### config.mk
export PLATFORM = sky130hd
export DESIGN_NAME = dmem_lane_ctrl_flat
export DESIGN_NICKNAME = d
export VERILOG_FILES = /design/src/rtl/dmem_lane_ctrl_if.sv /design/src/rtl/dmem_lane_ctrl.sv /design/src/flat_wrapper.sv
export SDC_FILE = /design/constraint.sdc
export NUM_CORES = 1
export LEC_CHECK = 0
export CAP_MARGIN = 15
export CELL_PAD_IN_SITES_DETAIL_PLACEMENT = 0
export CELL_PAD_IN_SITES_GLOBAL_PLACEMENT = 1
export CORE_MARGIN = 2
export CORE_UTILIZATION = 30
export CTS_BUF_LIST = sky130_fd_sc_hd__clkbuf_8
export DETAILED_ROUTE_END_ITERATION = 8
export PLACE_DENSITY_LB_ADDON = 0.12
export SYNTH_ARGS = -nofsm -noshare
export SYNTH_HDL_FRONTEND = slang
export SYNTH_SLANG_ARGS = --single-unit
### constraint.sdc
create_clock -name clk -period 11.75 [get_ports clk]
set_input_delay 1.175 -clock clk [delete_from_list [all_inputs] [get_ports clk]]
set_output_delay 1.175 -clock clk [all_outputs]
set_load 0.1 [all_outputs]
### src/rtl/dmem_lane_ctrl_if.sv
// Bundle, RAM-port and result signals of the dual-lane data-memory controller.
// slave = controller side, master = pipeline/RAM environment side.
interface dmem_lane_ctrl_if #(
  parameter int ADDR_W = 12,
  parameter int DATA_W = 32
);
  logic              in_valid;
  logic              in_ready;
  logic              l1_en;
  logic              l1_we;
  logic [31:0]       l1_addr;
  logic [DATA_W-1:0] l1_wdata;
  logic              l2_en;
  logic              l2_we;
  logic [31:0]       l2_addr;
  logic [DATA_W-1:0] l2_wdata;

  logic              memtoregm;
  logic              memtoregm2;
  logic              memwritem;
  logic              memwritem2;
  logic [ADDR_W-1:0] aluoutm;
  logic [ADDR_W-1:0] aluoutm2;
  logic [DATA_W-1:0] writedatam;
  logic [DATA_W-1:0] writedatam2;
  logic [DATA_W-1:0] readdatam;
  logic [DATA_W-1:0] readdatam2;

  logic              out_valid;
  logic [DATA_W-1:0] rdata1;
  logic [DATA_W-1:0] rdata2;
  logic              err1;
  logic              err2;

  modport slave (
    input  in_valid, l1_en, l1_we, l1_addr, l1_wdata,
           l2_en, l2_we, l2_addr, l2_wdata, readdatam, readdatam2,
    output in_ready, memtoregm, memtoregm2, memwritem, memwritem2,
           aluoutm, aluoutm2, writedatam, writedatam2,
           out_valid, rdata1, rdata2, err1, err2
  );

  modport master (
    output in_valid, l1_en, l1_we, l1_addr, l1_wdata,
           l2_en, l2_we, l2_addr, l2_wdata, readdatam, readdatam2,
    input  in_ready, memtoregm, memtoregm2, memwritem, memwritem2,
           aluoutm, aluoutm2, writedatam, writedatam2,
           out_valid, rdata1, rdata2, err1, err2
  );
endinterface

### src/rtl/dmem_lane_ctrl.sv
// Dual-lane data-RAM initiator: issues lane accesses on two RAM ports in program
// order, splitting a same-word load/store mix over two cycles, and registers results.
module dmem_lane_ctrl #(
  parameter int ADDR_W = 12,
  parameter int DATA_W = 32
) (
  input  logic             clk,
  input  logic             rst,
  dmem_lane_ctrl_if.slave  bus
);

  typedef enum logic [1:0] {
    IDLE   = 2'd0,
    ISSUE  = 2'd1,
    ISSUE2 = 2'd2
  } state_e;

  state_e state_q, state_d;

  logic              r1_en_q, r1_we_q, r1_err_q;
  logic              r2_en_q, r2_we_q, r2_err_q;
  logic [ADDR_W-1:0] r1_idx_q, r2_idx_q;
  logic [DATA_W-1:0] r1_wdata_q, r2_wdata_q;

  logic [DATA_W-1:0] hold1_q;
  logic              out_valid_q;
  logic [DATA_W-1:0] rdata1_q, rdata2_q;
  logic              err1_q, err2_q;

  logic l1_go, l2_go, same_word, conflict, l1_shadowed, accept;
  logic p1_act, p2_act;

  function automatic logic addr_fault(input logic [31:0] a);
    return (a[1:0] != 2'b00) || ((a >> (ADDR_W + 2)) != 32'd0);
  endfunction

  assign l1_go       = r1_en_q && !r1_err_q;
  assign l2_go       = r2_en_q && !r2_err_q;
  assign same_word   = (r1_idx_q == r2_idx_q);
  assign conflict    = l1_go && l2_go && same_word && (r1_we_q != r2_we_q);
  // Two stores to one word: the younger lane's value is the architectural result.
  assign l1_shadowed = l1_go && l2_go && same_word && r1_we_q && r2_we_q;

  assign bus.in_ready = !((state_q == ISSUE) && conflict);
  assign accept       = bus.in_valid && bus.in_ready;

  always_comb begin
    p1_act = 1'b0;
    p2_act = 1'b0;
    unique case (state_q)
      ISSUE: begin
        p1_act = l1_go && !l1_shadowed;
        p2_act = l2_go && !conflict;
      end
      ISSUE2:  p2_act = l2_go;
      default: ;
    endcase
  end

  always_comb begin
    bus.memtoregm   = p1_act && !r1_we_q;
    bus.memwritem   = p1_act &&  r1_we_q;
    bus.aluoutm     = p1_act ? r1_idx_q : '0;
    bus.writedatam  = (p1_act && r1_we_q) ? r1_wdata_q : '0;
    bus.memtoregm2  = p2_act && !r2_we_q;
    bus.memwritem2  = p2_act &&  r2_we_q;
    bus.aluoutm2    = p2_act ? r2_idx_q : '0;
    bus.writedatam2 = (p2_act && r2_we_q) ? r2_wdata_q : '0;
  end

  always_comb begin
    state_d = state_q;
    unique case (state_q)
      IDLE:    if (accept) state_d = ISSUE;
      ISSUE: begin
        if (conflict)    state_d = ISSUE2;
        else if (accept) state_d = ISSUE;
        else             state_d = IDLE;
      end
      ISSUE2:  state_d = accept ? ISSUE : IDLE;
      default: state_d = IDLE;
    endcase
  end

  always_ff @(posedge clk or posedge rst) begin
    if (rst) state_q <= IDLE;
    else     state_q <= state_d;
  end

  always_ff @(posedge clk or posedge rst) begin
    if (rst) begin
      r1_en_q    <= 1'b0;
      r1_we_q    <= 1'b0;
      r1_err_q   <= 1'b0;
      r1_idx_q   <= '0;
      r1_wdata_q <= '0;
      r2_en_q    <= 1'b0;
      r2_we_q    <= 1'b0;
      r2_err_q   <= 1'b0;
      r2_idx_q   <= '0;
      r2_wdata_q <= '0;
    end else if (accept) begin
      r1_en_q    <= bus.l1_en;
      r1_we_q    <= bus.l1_we;
      r1_err_q   <= bus.l1_en && addr_fault(bus.l1_addr);
      r1_idx_q   <= bus.l1_addr[ADDR_W+1:2];
      r1_wdata_q <= bus.l1_wdata;
      r2_en_q    <= bus.l2_en;
      r2_we_q    <= bus.l2_we;
      r2_err_q   <= bus.l2_en && addr_fault(bus.l2_addr);
      r2_idx_q   <= bus.l2_addr[ADDR_W+1:2];
      r2_wdata_q <= bus.l2_wdata;
    end
  end

  // A split bundle parks lane 1's load data until lane 2 completes in ISSUE2.
  always_ff @(posedge clk or posedge rst) begin
    if (rst) begin
      hold1_q     <= '0;
      out_valid_q <= 1'b0;
      rdata1_q    <= '0;
      rdata2_q    <= '0;
      err1_q      <= 1'b0;
      err2_q      <= 1'b0;
    end else begin
      out_valid_q <= 1'b0;
      if (state_q == ISSUE && conflict) begin
        hold1_q <= bus.memtoregm ? bus.readdatam : '0;
      end else if (state_q == ISSUE) begin
        out_valid_q <= 1'b1;
        rdata1_q    <= bus.memtoregm  ? bus.readdatam  : '0;
        rdata2_q    <= bus.memtoregm2 ? bus.readdatam2 : '0;
        err1_q      <= r1_err_q;
        err2_q      <= r2_err_q;
      end else if (state_q == ISSUE2) begin
        out_valid_q <= 1'b1;
        rdata1_q    <= hold1_q;
        rdata2_q    <= bus.memtoregm2 ? bus.readdatam2 : '0;
        err1_q      <= r1_err_q;
        err2_q      <= r2_err_q;
      end
    end
  end

  assign bus.out_valid = out_valid_q;
  assign bus.rdata1    = rdata1_q;
  assign bus.rdata2    = rdata2_q;
  assign bus.err1      = err1_q;
  assign bus.err2      = err2_q;

endmodule

### src/flat_wrapper.sv
// flat-port wrapper written by rule: the top's interface ports become plain ports
module dmem_lane_ctrl_flat 
#(
  parameter int ADDR_W = 12,
  parameter int DATA_W = 32
)
  (clk, rst, bus_in_valid, bus_l1_en, bus_l1_we, bus_l1_addr, bus_l1_wdata, bus_l2_en, bus_l2_we, bus_l2_addr, bus_l2_wdata, bus_readdatam, bus_readdatam2, bus_in_ready, bus_memtoregm, bus_memtoregm2, bus_memwritem, bus_memwritem2, bus_aluoutm, bus_aluoutm2, bus_writedatam, bus_writedatam2, bus_out_valid, bus_rdata1, bus_rdata2, bus_err1, bus_err2);
  dmem_lane_ctrl_if #(.ADDR_W(ADDR_W), .DATA_W(DATA_W)) bus_i ();
  input  logic clk;
  input  logic rst;
  input wire logic [$bits(bus_i.in_valid)-1:0] bus_in_valid;
  input wire logic [$bits(bus_i.l1_en)-1:0] bus_l1_en;
  input wire logic [$bits(bus_i.l1_we)-1:0] bus_l1_we;
  input wire logic [$bits(bus_i.l1_addr)-1:0] bus_l1_addr;
  input wire logic [$bits(bus_i.l1_wdata)-1:0] bus_l1_wdata;
  input wire logic [$bits(bus_i.l2_en)-1:0] bus_l2_en;
  input wire logic [$bits(bus_i.l2_we)-1:0] bus_l2_we;
  input wire logic [$bits(bus_i.l2_addr)-1:0] bus_l2_addr;
  input wire logic [$bits(bus_i.l2_wdata)-1:0] bus_l2_wdata;
  input wire logic [$bits(bus_i.readdatam)-1:0] bus_readdatam;
  input wire logic [$bits(bus_i.readdatam2)-1:0] bus_readdatam2;
  output wire logic [$bits(bus_i.in_ready)-1:0] bus_in_ready;
  output wire logic [$bits(bus_i.memtoregm)-1:0] bus_memtoregm;
  output wire logic [$bits(bus_i.memtoregm2)-1:0] bus_memtoregm2;
  output wire logic [$bits(bus_i.memwritem)-1:0] bus_memwritem;
  output wire logic [$bits(bus_i.memwritem2)-1:0] bus_memwritem2;
  output wire logic [$bits(bus_i.aluoutm)-1:0] bus_aluoutm;
  output wire logic [$bits(bus_i.aluoutm2)-1:0] bus_aluoutm2;
  output wire logic [$bits(bus_i.writedatam)-1:0] bus_writedatam;
  output wire logic [$bits(bus_i.writedatam2)-1:0] bus_writedatam2;
  output wire logic [$bits(bus_i.out_valid)-1:0] bus_out_valid;
  output wire logic [$bits(bus_i.rdata1)-1:0] bus_rdata1;
  output wire logic [$bits(bus_i.rdata2)-1:0] bus_rdata2;
  output wire logic [$bits(bus_i.err1)-1:0] bus_err1;
  output wire logic [$bits(bus_i.err2)-1:0] bus_err2;
  assign bus_i.in_valid = bus_in_valid;
  assign bus_i.l1_en = bus_l1_en;
  assign bus_i.l1_we = bus_l1_we;
  assign bus_i.l1_addr = bus_l1_addr;
  assign bus_i.l1_wdata = bus_l1_wdata;
  assign bus_i.l2_en = bus_l2_en;
  assign bus_i.l2_we = bus_l2_we;
  assign bus_i.l2_addr = bus_l2_addr;
  assign bus_i.l2_wdata = bus_l2_wdata;
  assign bus_i.readdatam = bus_readdatam;
  assign bus_i.readdatam2 = bus_readdatam2;
  assign bus_in_ready = bus_i.in_ready;
  assign bus_memtoregm = bus_i.memtoregm;
  assign bus_memtoregm2 = bus_i.memtoregm2;
  assign bus_memwritem = bus_i.memwritem;
  assign bus_memwritem2 = bus_i.memwritem2;
  assign bus_aluoutm = bus_i.aluoutm;
  assign bus_aluoutm2 = bus_i.aluoutm2;
  assign bus_writedatam = bus_i.writedatam;
  assign bus_writedatam2 = bus_i.writedatam2;
  assign bus_out_valid = bus_i.out_valid;
  assign bus_rdata1 = bus_i.rdata1;
  assign bus_rdata2 = bus_i.rdata2;
  assign bus_err1 = bus_i.err1;
  assign bus_err2 = bus_i.err2;
  dmem_lane_ctrl #(.ADDR_W(ADDR_W), .DATA_W(DATA_W)) u_core (.clk(clk), .rst(rst), .bus(bus_i));
endmodule
==> flow_summary.ini <==
[critical_path]
critPathLaunchType = register
critical-path-max-stage-delay_ps = 1140
path_cells = inv_1 > ha_1 > nand3b_1 > nor2_1 > o311a_1 > and2_1 > clkdlybuf4s50_1
cp-end-kind = primary output
cp.arrival_ps = 4250
critPathMaxFanout = 33
crit_family = buffers and inverters
worstRegToRegCells = 8
crit_buf_inv = 2
slowest_stage = clkdlybuf4s50_1
worstSetupPathDepth = 7
critPathKind = reg -> out
critPathRequiredTime_ps = 10580

[placed_design]
portBuffers = 358
gp_congestion = 0.729
hpwl_um = 18900

[route]
wire_per_inst_um = 18.3
drcViolationCount = 0
postRouteAntennaNets = 0
viasPerCell = 4.50
routed_wl_um = 26400
vias = 6491
drt_iter0_markers = 364
drtPass1Iterations = 5

[cts]
cts_buffers = 17
cts.clk_slew.worst_paths_ps = 110
cts_setup_buffers = 0
post_cts_resized = 0
clock-root-buffer = clkbuf_8
clock_sinks = 195
clock_path_buffers = 2
cts_tree = built
htree_num_levels = 4
clock_latency_ps = 480
cts_hold_buf = 0

[hold_path]
holdPathStages = 1
holdCritPathClass = reg -> reg

[logic_synthesis]
ys_seq_area_share_pct = 55.6
synth_top_area_share_pct = 55.6
synth_top_area_cell = dfrtp_1
syn-num-nets = 903
syn_area_per_cell_um2 = 12.5
ys_types = 35
yosys_warnings = 0
syn_inst = 700
synth-seq-cells = 195
synth_area_um2 = 8780
synth_area_leaders = dfrtp_1 56%, mux2_2 12%, and2_1 5.4%

[timing]
rsz0062_at_grt = no
tightestPinTransition_ps = 1070
fin_tns_setup_ps = 0
skew_ps = 31.2
fin_crit_ps = 5420
finalSetupViolations = 0
fin_crit_sh_pct = 46.2
hold_violations = 0
max_freq_mhz = 184
timing.slew.headroom_pct = 28.2
slew_violations = 0

[global_routing]
grt_pass1_wl_um = 41000
grt_start_max_net_pins = 129
grt_pass1_vias = 6911
track_usage_pct = 17.4
grt.overflow.total = 0
antenna_found_initial = 1

[status]
status = finished, final reports clean

[final_layout]
drive_gt1_share_pct = 16.9
antenna_cells = 0
nNetsFinal = 1249
final_util_pct = 45.7
areaGrowthSynthToFinish_pct = 49.7

[pwr]
power_mw = 1.68
ir_worst_vdd_mv = 0.0580
power.density_nw_per_um2 = 128
p_leak_nw = 5.67

[floorplan]
start_util_pct = 30.5
rows = 62
io_pins = 359
die_area_um2 = 30600
core_um2 = 28800
die_h_um = 175
die_w_um = 175

[flow_run]
maxCapViolCount = 0
## worst reg2reg max path, stage by stage, from the launching register on
cell	delay, ps
dfrtp_1	430
inv_1	90
ha_1	190
buf_4	380
nand4_2	200
or4_2	690
nand2_8	280
inv_4	290
mux2_4	410
## layout by cell type (no fill, tap or decap), drive strengths merged, types with 15 or more instances in the layout
cell type,instances
o21ai,37
clkbuf,17
mux2,126
and2,76
clkdlybuf4s50,358
a22o,32
nand2,38
mux2i,31
dfrtp,195
inv,60
a211oi,15
## Yosys cell counts
cell / instances
mux2i_1: 31
xor2_2: 1
mux2_2: 97
mux2_4: 29
or3_1: 1
a22o_1: 32
buf_2: 16
dfrtp_1: 195
clkbuf_2: 1
a31oi_1: 2
and2_1: 76
xnor2_1: 12
a31o_2: 1
nand3b_1: 2
or4_1: 2
o311a_1: 1
ha_1: 4
clkbuf_1: 20
a21o_1: 1
nand3_1: 7
nand4_1: 4
nor2_1: 4
nand2_8: 1
a211oi_1: 15
o31ai_1: 1
inv_1: 51
o41ai_4: 1
and4bb_2: 1
nor4_1: 11
buf_6: 3
o21ai_0: 37
nand2_1: 37
inv_4: 1
buf_4: 1
nand4_2: 1
## sequential cells by signal (all words and copies together) (netlist names), 2 cells and up
name / flops
u_core.r1_wdata_q: 32
u_core.bus.rdata1: 32
u_core.r2_idx_q: 12
u_core.hold1_q: 32
u_core.r2_wdata_q: 32
u_core.state_q: 2
u_core.bus.rdata2: 32
u_core.r1_idx_q: 12
## stage by stage
stage	cell area, µm²	hold WS [ps]	instances	worst slack, ps
6_report	13100	494	1443	6330
5_1_grt	13100	517	1443	5950
4_1_cts	13100	498	1443	6240
3_5_place_dp	12700	472	1411	6790
3_3_place_gp	12700	458	1411	6910
2_1_floorplan	8780	449	700	5260
## power breakdown
part           switching (mW)  total, mW  internal (mW)
registers              0.0302      0.748          0.718
clock network           0.279      0.458          0.179
logic                   0.302      0.470          0.168
total                   0.611       1.68           1.06
## worst paths after layout
kind	endpoint	from	slack, ps
max reg2reg	u_core.bus.rdata1[23]$_DFFE_PP0P_	u_core.state_q[1]$_DFFE_PP0P_	8700
max in group asynchronous	u_core.hold1_q[4]$_DFFE_PP0P_	rst	8920
min reg2reg	u_core.hold1_q[31]$_DFFE_PP0P_	u_core.hold1_q[31]$_DFFE_PP0P_	490
max	bus_writedatam2[16]	u_core.state_q[0]$_DFFE_PP0P_	6330
min	u_core.hold1_q[31]$_DFFE_PP0P_	u_core.hold1_q[31]$_DFFE_PP0P_	490
min in group asynchronous	u_core.bus.rdata2[27]$_DFFE_PP0P_	rst	1300
## per-layer routing
layer | track usage, % | wire length (µm) | vias to the layer above
li1 | - | - | 3098
met2 | 27.5 | 12600 | 215
met1 | 22.8 | 11300 | 3159
met5 | 0 | 13 | -
met4 | 3.44 | 197 | 2
met3 | 6.53 | 2320 | 17
## cell families (layout without fill, tap and decap cells)
| logic type | Yosys count | count (layout) | share of synthesized area [%] |
|---|---|---|---|
| adders and majority gates | 4 | 4 | 0.570 |
| DFF | 195 | 195 | 55.6 |
| buffers and inverters | 93 | 452 | 4.55 |
| xor gates and xnor gates | 13 | 13 | 1.38 |
| and+or+nand+nor | 147 | 147 | 9.56 |
| AOI/OAI and AO/OA | 91 | 91 | 7.42 |
| muxes | 157 | 157 | 20.9 |
## layout make-up
type | instances | area, µm²
Sequential cell | 195 | 4880
Tap cell | 384 | 480
Fill cell | 2674 | 15600
Clock inverter | 15 | 171
Clock buffer | 17 | 234
Timing Repair Buffer | 368 | 3660
Inverter | 52 | 205
Multi-Input combinational cell | 412 | 3520
No activity file was read; power rests on OpenSTA's default activity.
